==> config.mk <==
export PLATFORM = sky130hd
export DESIGN_NAME = csr_trap_ctrl_flat
export DESIGN_NICKNAME = d
export VERILOG_FILES = /design/src/rtl/csr_trap_ctrl_pkg.sv /design/src/rtl/csr_trap_ctrl_if.sv /design/src/rtl/csr_trap_ctrl_irq_prio.sv /design/src/rtl/csr_trap_ctrl.sv /design/src/flat_wrapper.sv
export SDC_FILE = /design/constraint.sdc
export NUM_CORES = 1
export LEC_CHECK = 0
export CAP_MARGIN = 20
export CORE_AREA = 2 2 135 137
export DETAILED_ROUTE_END_ITERATION = 16
export DIE_AREA = 0 0 137 139
export GPL_TIMING_DRIVEN = 0
export PLACE_DENSITY = 0.67
export SETUP_SLACK_MARGIN = 0.2
export SLEW_MARGIN = 0
export SYNTH_ARGS = -nofsm -noshare
export SYNTH_HDL_FRONTEND = slang
export SYNTH_SLANG_ARGS = --single-unit
==> constraint.sdc <==
create_clock -name clk_i -period 3.6 [get_ports clk_i]
set_input_delay 0.72 -clock clk_i [delete_from_list [all_inputs] [get_ports clk_i]]
set_output_delay 0.72 -clock clk_i [all_outputs]
set_load 0.01 [all_outputs]
==> src/rtl/csr_trap_ctrl_pkg.sv <==
// -----------------------------------------------------------------------------
// csr_trap_ctrl_pkg
// Shared definitions for the machine-mode trap/mret sequencer:
//   - FSM state encoding
//   - default CSR addresses (mstatus, mepc, mcause)
//   - machine interrupt cause codes (MSI=3, MTI=7, MEI=11)
//   - mstatus bit positions used by the sequencer
// -----------------------------------------------------------------------------
package csr_trap_ctrl_pkg;

    typedef enum logic [2:0] {
        S_IDLE,
        S_W_MEPC,
        S_W_MCAUSE,
        S_W_MSTATUS,
        S_REDIRECT
    } trap_state_t;

    localparam logic [11:0] CSR_ADDR_MSTATUS = 12'h300;
    localparam logic [11:0] CSR_ADDR_MEPC    = 12'h341;
    localparam logic [11:0] CSR_ADDR_MCAUSE  = 12'h342;

    localparam logic [4:0] IRQ_MSI = 5'd3;
    localparam logic [4:0] IRQ_MTI = 5'd7;
    localparam logic [4:0] IRQ_MEI = 5'd11;

    localparam int unsigned MSTATUS_MIE  = 3;
    localparam int unsigned MSTATUS_MPIE = 7;

    // mtvec[1:0] encoding that selects vectored interrupt dispatch
    localparam logic [1:0] MTVEC_MODE_VECTORED = 2'b01;

endpackage

==> src/rtl/csr_trap_ctrl_if.sv <==
// -----------------------------------------------------------------------------
// csr_trap_ctrl_if
// CSR write bus between the trap sequencer (master) and the CSR file (slave).
//   csr_en_o     write strobe, held until acknowledged
//   csr_addr_o   12-bit CSR address
//   csr_set_o    bits to set
//   csr_clear_o  bits to clear
//   csr_ack_i    CSR file accepted the current access
// -----------------------------------------------------------------------------
interface csr_trap_ctrl_if;

    logic        csr_en_o;
    logic [11:0] csr_addr_o;
    logic [31:0] csr_set_o;
    logic [31:0] csr_clear_o;
    logic        csr_ack_i;

    modport master (
        output csr_en_o,
        output csr_addr_o,
        output csr_set_o,
        output csr_clear_o,
        input  csr_ack_i
    );

    modport slave (
        input  csr_en_o,
        input  csr_addr_o,
        input  csr_set_o,
        input  csr_clear_o,
        output csr_ack_i
    );

endinterface

==> src/rtl/csr_trap_ctrl_irq_prio.sv <==
// -----------------------------------------------------------------------------
// csr_irq_prio
// Combinational machine-interrupt priority encoder.
//   global_ie_i  mstatus.MIE
//   mie_i/mip_i  interrupt enable / pending vectors
//   pending_o    an enabled interrupt is pending and globally enabled
//   code_o       winning cause code, priority MEI(11) > MSI(3) > MTI(7)
// -----------------------------------------------------------------------------
module csr_irq_prio
    import csr_trap_ctrl_pkg::*;
(
    input  logic        global_ie_i,
    input  logic [31:0] mie_i,
    input  logic [31:0] mip_i,
    output logic        pending_o,
    output logic [4:0]  code_o
);

    logic [31:0] active;
    logic        unused_active;

    assign active = mie_i & mip_i;

    // Only the three standard machine interrupt lines are arbitrated here
    assign unused_active = ^{active[31:12], active[10:8], active[6:4], active[2:0]};

    always_comb begin
        pending_o = 1'b0;
        code_o    = '0;
        if (global_ie_i) begin
            if (active[IRQ_MEI]) begin
                pending_o = 1'b1;
                code_o    = IRQ_MEI;
            end else if (active[IRQ_MSI]) begin
                pending_o = 1'b1;
                code_o    = IRQ_MSI;
            end else if (active[IRQ_MTI]) begin
                pending_o = 1'b1;
                code_o    = IRQ_MTI;
            end
        end
    end

endmodule

==> src/rtl/csr_trap_ctrl.sv <==
// -----------------------------------------------------------------------------
// csr_trap_ctrl
// Machine-mode trap entry / mret sequencer. Accepts one event in IDLE
// (exception > interrupt > mret), writes mepc, mcause and mstatus through the
// CSR bus (mret writes only mstatus), then issues a one-cycle PC redirect.
//   clk_i, rst_i       clock, asynchronous active-high reset
//   exc_*              synchronous exception request, cause, faulting PC
//   mret_i             mret retiring
//   irq_pc_i           resume PC for interrupts
//   mstatus_i          MIE (bit3) / MPIE (bit7) source
//   mie_i, mip_i       interrupt enable / pending
//   mtvec_i            trap vector base [31:2], mode [1:0]
//   mepc_i             current mepc, used as mret target
//   csr_bus            CSR write bus (master side)
//   stall_o            hold pipeline while a sequence is in flight
//   redirect_valid_o   one-cycle redirect plus flush
//   redirect_pc_o      redirect target
// -----------------------------------------------------------------------------
module csr_trap_ctrl
    import csr_trap_ctrl_pkg::*;
#(
    parameter logic [11:0] ADDR_MSTATUS = CSR_ADDR_MSTATUS,
    parameter logic [11:0] ADDR_MEPC    = CSR_ADDR_MEPC,
    parameter logic [11:0] ADDR_MCAUSE  = CSR_ADDR_MCAUSE
) (
    input  logic                   clk_i,
    input  logic                   rst_i,
    input  logic                   exc_valid_i,
    input  logic [4:0]             exc_cause_i,
    input  logic [31:0]            exc_pc_i,
    input  logic                   mret_i,
    input  logic [31:0]            irq_pc_i,
    input  logic [31:0]            mstatus_i,
    input  logic [31:0]            mie_i,
    input  logic [31:0]            mip_i,
    input  logic [31:0]            mtvec_i,
    input  logic [31:0]            mepc_i,
    csr_trap_ctrl_if.master        csr_bus,
    output logic                   stall_o,
    output logic                   redirect_valid_o,
    output logic [31:0]            redirect_pc_o
);

    trap_state_t state_q, state_d;
    logic [31:0] epc_q, epc_d;
    logic [31:0] cause_q, cause_d;
    logic        mie_q, mie_d;
    logic        mpie_q, mpie_d;
    logic        mret_q, mret_d;
    logic        accept;

    logic        irq_pending;
    logic [4:0]  irq_code;
    logic [31:0] vec_base;
    logic        unused_bits;

    logic        csr_en;
    logic [11:0] csr_addr;
    logic [31:0] csr_set;
    logic [31:0] csr_clear;

    assign unused_bits = ^{mstatus_i[31:8], mstatus_i[6:4], mstatus_i[2:0], mepc_i[1:0]};

    csr_irq_prio u_irq_prio (
        .global_ie_i (mstatus_i[MSTATUS_MIE]),
        .mie_i       (mie_i),
        .mip_i       (mip_i),
        .pending_o   (irq_pending),
        .code_o      (irq_code)
    );

    always_comb begin
        state_d = state_q;
        epc_d   = epc_q;
        cause_d = cause_q;
        mie_d   = mie_q;
        mpie_d  = mpie_q;
        mret_d  = mret_q;
        accept  = 1'b0;
        unique case (state_q)
            S_IDLE: begin
                if (exc_valid_i) begin
                    accept  = 1'b1;
                    epc_d   = exc_pc_i;
                    cause_d = {1'b0, 26'b0, exc_cause_i};
                    mret_d  = 1'b0;
                    state_d = S_W_MEPC;
                end else if (irq_pending) begin
                    accept  = 1'b1;
                    epc_d   = irq_pc_i;
                    cause_d = {1'b1, 26'b0, irq_code};
                    mret_d  = 1'b0;
                    state_d = S_W_MEPC;
                end else if (mret_i) begin
                    accept  = 1'b1;
                    mret_d  = 1'b1;
                    state_d = S_W_MSTATUS;
                end
                if (accept) begin
                    mie_d  = mstatus_i[MSTATUS_MIE];
                    mpie_d = mstatus_i[MSTATUS_MPIE];
                end
            end
            S_W_MEPC:    if (csr_bus.csr_ack_i) state_d = S_W_MCAUSE;
            S_W_MCAUSE:  if (csr_bus.csr_ack_i) state_d = S_W_MSTATUS;
            S_W_MSTATUS: if (csr_bus.csr_ack_i) state_d = S_REDIRECT;
            S_REDIRECT:  state_d = S_IDLE;
            default:     state_d = S_IDLE;
        endcase
    end

    always_ff @(posedge clk_i or posedge rst_i) begin
        if (rst_i) begin
            state_q <= S_IDLE;
            epc_q   <= '0;
            cause_q <= '0;
            mie_q   <= 1'b0;
            mpie_q  <= 1'b0;
            mret_q  <= 1'b0;
        end else begin
            state_q <= state_d;
            epc_q   <= epc_d;
            cause_q <= cause_d;
            mie_q   <= mie_d;
            mpie_q  <= mpie_d;
            mret_q  <= mret_d;
        end
    end

    assign vec_base = {mtvec_i[31:2], 2'b00};

    // Outputs decode only flops, except the redirect target, which must use
    // mtvec/mepc as seen in the REDIRECT cycle itself.
    always_comb begin
        csr_en           = 1'b0;
        csr_addr         = '0;
        csr_set          = '0;
        csr_clear        = '0;
        redirect_valid_o = 1'b0;
        redirect_pc_o    = '0;
        unique case (state_q)
            S_W_MEPC: begin
                csr_en    = 1'b1;
                csr_addr  = ADDR_MEPC;
                csr_set   = epc_q;
                csr_clear = ~epc_q;
            end
            S_W_MCAUSE: begin
                csr_en    = 1'b1;
                csr_addr  = ADDR_MCAUSE;
                csr_set   = cause_q;
                csr_clear = ~cause_q;
            end
            S_W_MSTATUS: begin
                csr_en   = 1'b1;
                csr_addr = ADDR_MSTATUS;
                if (mret_q) begin
                    csr_set[MSTATUS_MPIE] = 1'b1;
                    csr_set[MSTATUS_MIE]  = mpie_q;
                    csr_clear[MSTATUS_MIE] = ~mpie_q;
                end else begin
                    csr_set[MSTATUS_MPIE]   = mie_q;
                    csr_clear[MSTATUS_MPIE] = ~mie_q;
                    csr_clear[MSTATUS_MIE]  = 1'b1;
                end
            end
            S_REDIRECT: begin
                redirect_valid_o = 1'b1;
                if (mret_q)
                    redirect_pc_o = {mepc_i[31:2], 2'b00};
                else if (cause_q[31] && (mtvec_i[1:0] == MTVEC_MODE_VECTORED))
                    redirect_pc_o = vec_base + {25'b0, cause_q[4:0], 2'b00};
                else
                    redirect_pc_o = vec_base;
            end
            default: ;
        endcase
    end

    assign csr_bus.csr_en_o    = csr_en;
    assign csr_bus.csr_addr_o  = csr_addr;
    assign csr_bus.csr_set_o   = csr_set;
    assign csr_bus.csr_clear_o = csr_clear;

    // Gated by reset so an event presented during reset cannot raise stall
    assign stall_o = ~rst_i & (accept | (state_q != S_IDLE));

endmodule

==> src/flat_wrapper.sv <==
// flat-port wrapper written by rule: the top's interface ports become plain ports
module csr_trap_ctrl_flat import csr_trap_ctrl_pkg::*;
#(
    parameter logic [11:0] ADDR_MSTATUS = CSR_ADDR_MSTATUS,
    parameter logic [11:0] ADDR_MEPC    = CSR_ADDR_MEPC,
    parameter logic [11:0] ADDR_MCAUSE  = CSR_ADDR_MCAUSE
)
  (clk_i, rst_i, exc_valid_i, exc_cause_i, exc_pc_i, mret_i, irq_pc_i, mstatus_i, mie_i, mip_i, mtvec_i, mepc_i, stall_o, redirect_valid_o, redirect_pc_o, csr_bus_csr_en_o, csr_bus_csr_addr_o, csr_bus_csr_set_o, csr_bus_csr_clear_o, csr_bus_csr_ack_i);
  csr_trap_ctrl_if csr_bus_i ();
  input  logic clk_i;
  input  logic rst_i;
  input  logic exc_valid_i;
  input  logic [4:0] exc_cause_i;
  input  logic [31:0] exc_pc_i;
  input  logic mret_i;
  input  logic [31:0] irq_pc_i;
  input  logic [31:0] mstatus_i;
  input  logic [31:0] mie_i;
  input  logic [31:0] mip_i;
  input  logic [31:0] mtvec_i;
  input  logic [31:0] mepc_i;
  output logic stall_o;
  output logic redirect_valid_o;
  output logic [31:0] redirect_pc_o;
  output wire logic [$bits(csr_bus_i.csr_en_o)-1:0] csr_bus_csr_en_o;
  output wire logic [$bits(csr_bus_i.csr_addr_o)-1:0] csr_bus_csr_addr_o;
  output wire logic [$bits(csr_bus_i.csr_set_o)-1:0] csr_bus_csr_set_o;
  output wire logic [$bits(csr_bus_i.csr_clear_o)-1:0] csr_bus_csr_clear_o;
  input wire logic [$bits(csr_bus_i.csr_ack_i)-1:0] csr_bus_csr_ack_i;
  assign csr_bus_csr_en_o = csr_bus_i.csr_en_o;
  assign csr_bus_csr_addr_o = csr_bus_i.csr_addr_o;
  assign csr_bus_csr_set_o = csr_bus_i.csr_set_o;
  assign csr_bus_csr_clear_o = csr_bus_i.csr_clear_o;
  assign csr_bus_i.csr_ack_i = csr_bus_csr_ack_i;
  csr_trap_ctrl #(.ADDR_MSTATUS(ADDR_MSTATUS), .ADDR_MEPC(ADDR_MEPC), .ADDR_MCAUSE(ADDR_MCAUSE)) u_core (.clk_i(clk_i), .rst_i(rst_i), .exc_valid_i(exc_valid_i), .exc_cause_i(exc_cause_i), .exc_pc_i(exc_pc_i), .mret_i(mret_i), .irq_pc_i(irq_pc_i), .mstatus_i(mstatus_i), .mie_i(mie_i), .mip_i(mip_i), .mtvec_i(mtvec_i), .mepc_i(mepc_i), .csr_bus(csr_bus_i), .stall_o(stall_o), .redirect_valid_o(redirect_valid_o), .redirect_pc_o(redirect_pc_o));
endmodule
==> metrics.md, run 1 <==
| Metric | Value |
|---|---|
| Core Rows | `49` |
| DP Area | `between 0.006 and 0.007 mm2` |
| Synthesized cell area | `around 0.0039 mm2` |
| PwrDens | `between 600 and 700 mW/mm2` |
| Peak supply drop | `approximately 0.47 mV` |
| Core area | `around 0.018 mm2` |
| Hold_buf cts | `0` |
| Largest net degree at the start of global routing | `32` |
| Syn-to-layout area delta | `90.8%` |
| Final hold vios | `0` |
| Flop pwr share | `between 20% and 30%` |
| Final Setup Violations | `0` |
| Worst-Margin Slew | `roughly 0.9 ns` |
| Crit path time final | `3.47 ns` |
| Slew Limit Fails | `0` |
| Drt drc | `0` |
| Max FO, Critical Path | `3` |
| Vias in the first global route | `4928` |
| Die width | `approximately 140 um` |
| Unrepaired setup endpoints after global routing | `true` |
| Int Pwr | `2.60 mW` |
| CTS Buf Count | `5` |
| Fin crit share | `96.3%` |
| Post-DRT Antenna Nets | `0` |
| Worst hold path class | `register to register` |
| Setup Crit Path Kind | `input port to primary output` |
| GR Util All Layers | `between 10% and 20%` |
| Place WS | `-0.928 ns` |
| Clock slew at reported path FFs | `0.07 ns` |
| Ys async rst share | `100%` |
| Post-route cell area | `around 0.0074 mm2` |
| Starting Density | `a little over a fifth` |
| Clock root buffer | `clkbuf_16` |
| Layout Skew | `around 0.0087 ns` |
| Post-layout nets | `about 1000` |
| Total negative slack | `0 ns` |
| Synth cell types | `53` |
| Worst setup EP type | `primary output` |
| Synth warnings | `0` |
| Vias/cell | `roughly 4.8` |
| I/O Buffers | `about 240` |
| Max_slew headroom | `39.7%` |
| Synthesized flop and latch total | `44` |
| Status | `complete, no violations` |
| Share of cells above drive strength 1 | `18.3%` |
| Final WS setup | `0.135 ns` |
| Iteration-0 DRC Markers | `151` |
| Number of synthesized flops with an enable pin | `0` |
| DRT Wirelength | `approximately 18000 um` |
| Clock latency on the worst-skew pair | `approximately 0.29 ns` |
| HPWL after DPL | `13800 um` |
| Die area | `between 0.015 and 0.02 mm2` |
| Crit path launch type | `input port` |
| Required @ worst endpoint | `2.88 ns` |
| Post-synthesis sequential area ratio | `between 20% and 30%` |
| Logic pwr share | `70.0%` |
| Chip Height | `between 100 and 150 um` |
| Drt wl/cell | `approximately 18 um` |
| Crit path DAT | `roughly 2.8 ns` |
| Net Sw Power | `approximately 2.1 mW` |
| GR Overflow Total | `0` |
| Synthesized netlist cell count | `495` |
| Sw frac | `44.2%` |
| Clock power frac | `9.8%` |
| RD Place Congestion | `between 0.8 and 0.9` |
| TritonCTS clock tree | `yes` |
| First-pass GRT wire length | `~27000 um` |
| H-tree Lvls | `2` |
| Avg Cell Area, Syn | `7.79 um2` |
| Max-Cap Viols | `0` |
| CTS sink cnt | `44` |
| # IOs | `345` |
| Vias | `between 4000 and 5000` |
| 1st-pass router iterations | `4` |
| Peak Freq | `about 0.29 GHz` |
| ANT cells | `0` |
| Initial antenna violation count | `1` |
| Pleak | `2.99 nW` |
| Top FF cell, synth | `dfrtp_1` |
| Maximum root-to-sink buffer count | `2` |
-- through the flow --
stage | utilization, % | cells | total power, mW | hold WS [ns]
floorplan | - | 503 | 2.25 | 0.451
global placement | 37.5 | 976 | 3.88 | 0.467
detailed placement | 37.6 | 977 | 3.90 | 0.472
CTS | 40.6 | 1013 | 4.62 | 0.488
global route | 41.7 | 1022 | 5.03 | 0.519
finish | 41.7 | 1022 | 4.67 | 0.482
-- state kept, by name, summed over array words and instances, names as in the netlist --
signal and cells:
u_core.epc_q 32, u_core.mie_q 1, u_core.mret_q 1, u_core.mpie_q 1, u_core.cause_q 6, u_core.state_q 3
-- metal layers --
metal | GRT usage, % | part of all wire (%) | vias to the layer above
met2 | 33.1 | 50 | 227
met4 | 4.94 | 1.8 | 2
met3 | 6.32 | 10 | 24
li1 | - | - | 2339
met5 | 0 | 0.071 | -
met1 | 19.9 | 38 | 2304
-- layout by cell type (no fill, tap or decap), drive strengths merged, types with 10 or more instances in the layout --
master         synthesis  final
clkdlybuf4s50          0    199
o21ai                 90     90
buf                   14     82
nand2                 57     57
dfrtp                 44     44
clkbuf                36     42
a21oi                 38     38
mux2i                 32     32
and2                  27     27
xnor2                 23     23
nor2                  19     19
inv                   15     15
a211oi                13     13
a2111oi               10     10
-- Yosys cell counts (2+ instances only) --
cell	n	area share [%]
and4_1	3	0.68
a22o_1	4	0.91
a31oi_1	4	0.65
o22ai_1	6	0.97
inv_1	15	1.5
a22oi_1	2	0.39
nor2_1	19	1.8
nand3_1	9	1.2
buf_1	2	0.19
nand2b_1	2	0.32
a21oi_1	38	4.9
o21ai_0	90	12
nand2_1	57	5.5
o211ai_1	2	0.39
mux2i_1	32	8.3
ha_1	5	1.6
and2_1	27	4.4
a211oi_1	12	2.3
a2111oi_0	2	0.45
or3_1	3	0.49
nand4_1	5	0.81
nor3b_1	3	0.58
dfrtp_1	44	29
buf_4	10	1.9
nor2b_1	3	0.49
o21a_1	2	0.39
xnor2_1	23	5.2
clkbuf_1	36	3.5
a2111oi_2	7	2.7
buf_6	2	0.58
nor3_1	4	0.52
-- power by group through the flow --
stage | clock (mW) | combinational [mW] | sequential (mW)
3_3_place_gp | 0 | 2.94 | 0.935
2_1_floorplan | 0 | 1.39 | 0.858
3_5_place_dp | 0 | 2.96 | 0.942
6_report | 0.455 | 3.27 | 0.945
5_1_grt | 0.486 | 3.57 | 0.979
4_1_cts | 0.469 | 3.20 | 0.947
-- final timing paths --
path	to	slack (ns)	start	depth (start not counted)
worst max-delay path	redirect_pc_o[12]	0.13	mtvec_i[2]	14
worst min-delay path	u_core.epc_q[7]	0.48	u_core.epc_q[7]	2
worst max register to register	u_core.epc_q[5]	0.92	u_core.state_q[2]	7
worst min register to register	u_core.epc_q[7]	0.48	u_core.epc_q[7]	2
max in group asynchronous	u_core.epc_q[31]	2.35	rst_i	3
min in group asynchronous	u_core.mie_q	0.75	rst_i	2
-- layout make-up --
cell class	count	area (um2)
buffer	49	304
sequential	44	1100
inverter	16	60.1
timing repair buffer	283	2670
fill	1768	10300
clock buffer	7	133
multi-input combinational	393	2790
tap	229	287
clock inverter	1	8.76
-- worst max-delay path, stage by stage --
cell	delay [ns]
buf_8	0.08
ha_4	0.13
inv_2	0.03
fa_2	0.35
nor2b_2	0.14
o211ai_1	0.12
buf_4	0.17
buf_6	0.11
buf_4	0.14
buf_6	0.11
a211oi_4	0.21
xnor2_1	0.11
a21oi_1	0.18
buf_2	0.16
-- cells by family after synthesis --
| kind of cell | Yosys count | share of synthesized area [%] |
|---|---|---|
| AOI/OAI and AO/OA | 179 | 28.7 |
| xor gates and xnor gates | 24 | 5.45 |
| adders and majority gates | 6 | 2.14 |
| buffers and inverters | 66 | 7.79 |
| DFF | 44 | 28.6 |
| muxes | 33 | 8.60 |
| other | 1 | 0.0972 |
| and+or+nand+nor | 142 | 18.7 |
-- timing repair --
action                     4_1_cts  5_1_grt
resized for setup              186       52
pin swaps                       35       26
setup buffers                   27        9
gates cloned                     2        0
setup endpoints to repair       38       55
Power figures use the tool's default switching activity.
==> inputs of run 2 (changes only) <==
- HOLD_SLACK_MARGIN: default -> 0.12
==> results of run 2 <==
No change in the layout: final DEF, timing and power equal those of run 1.
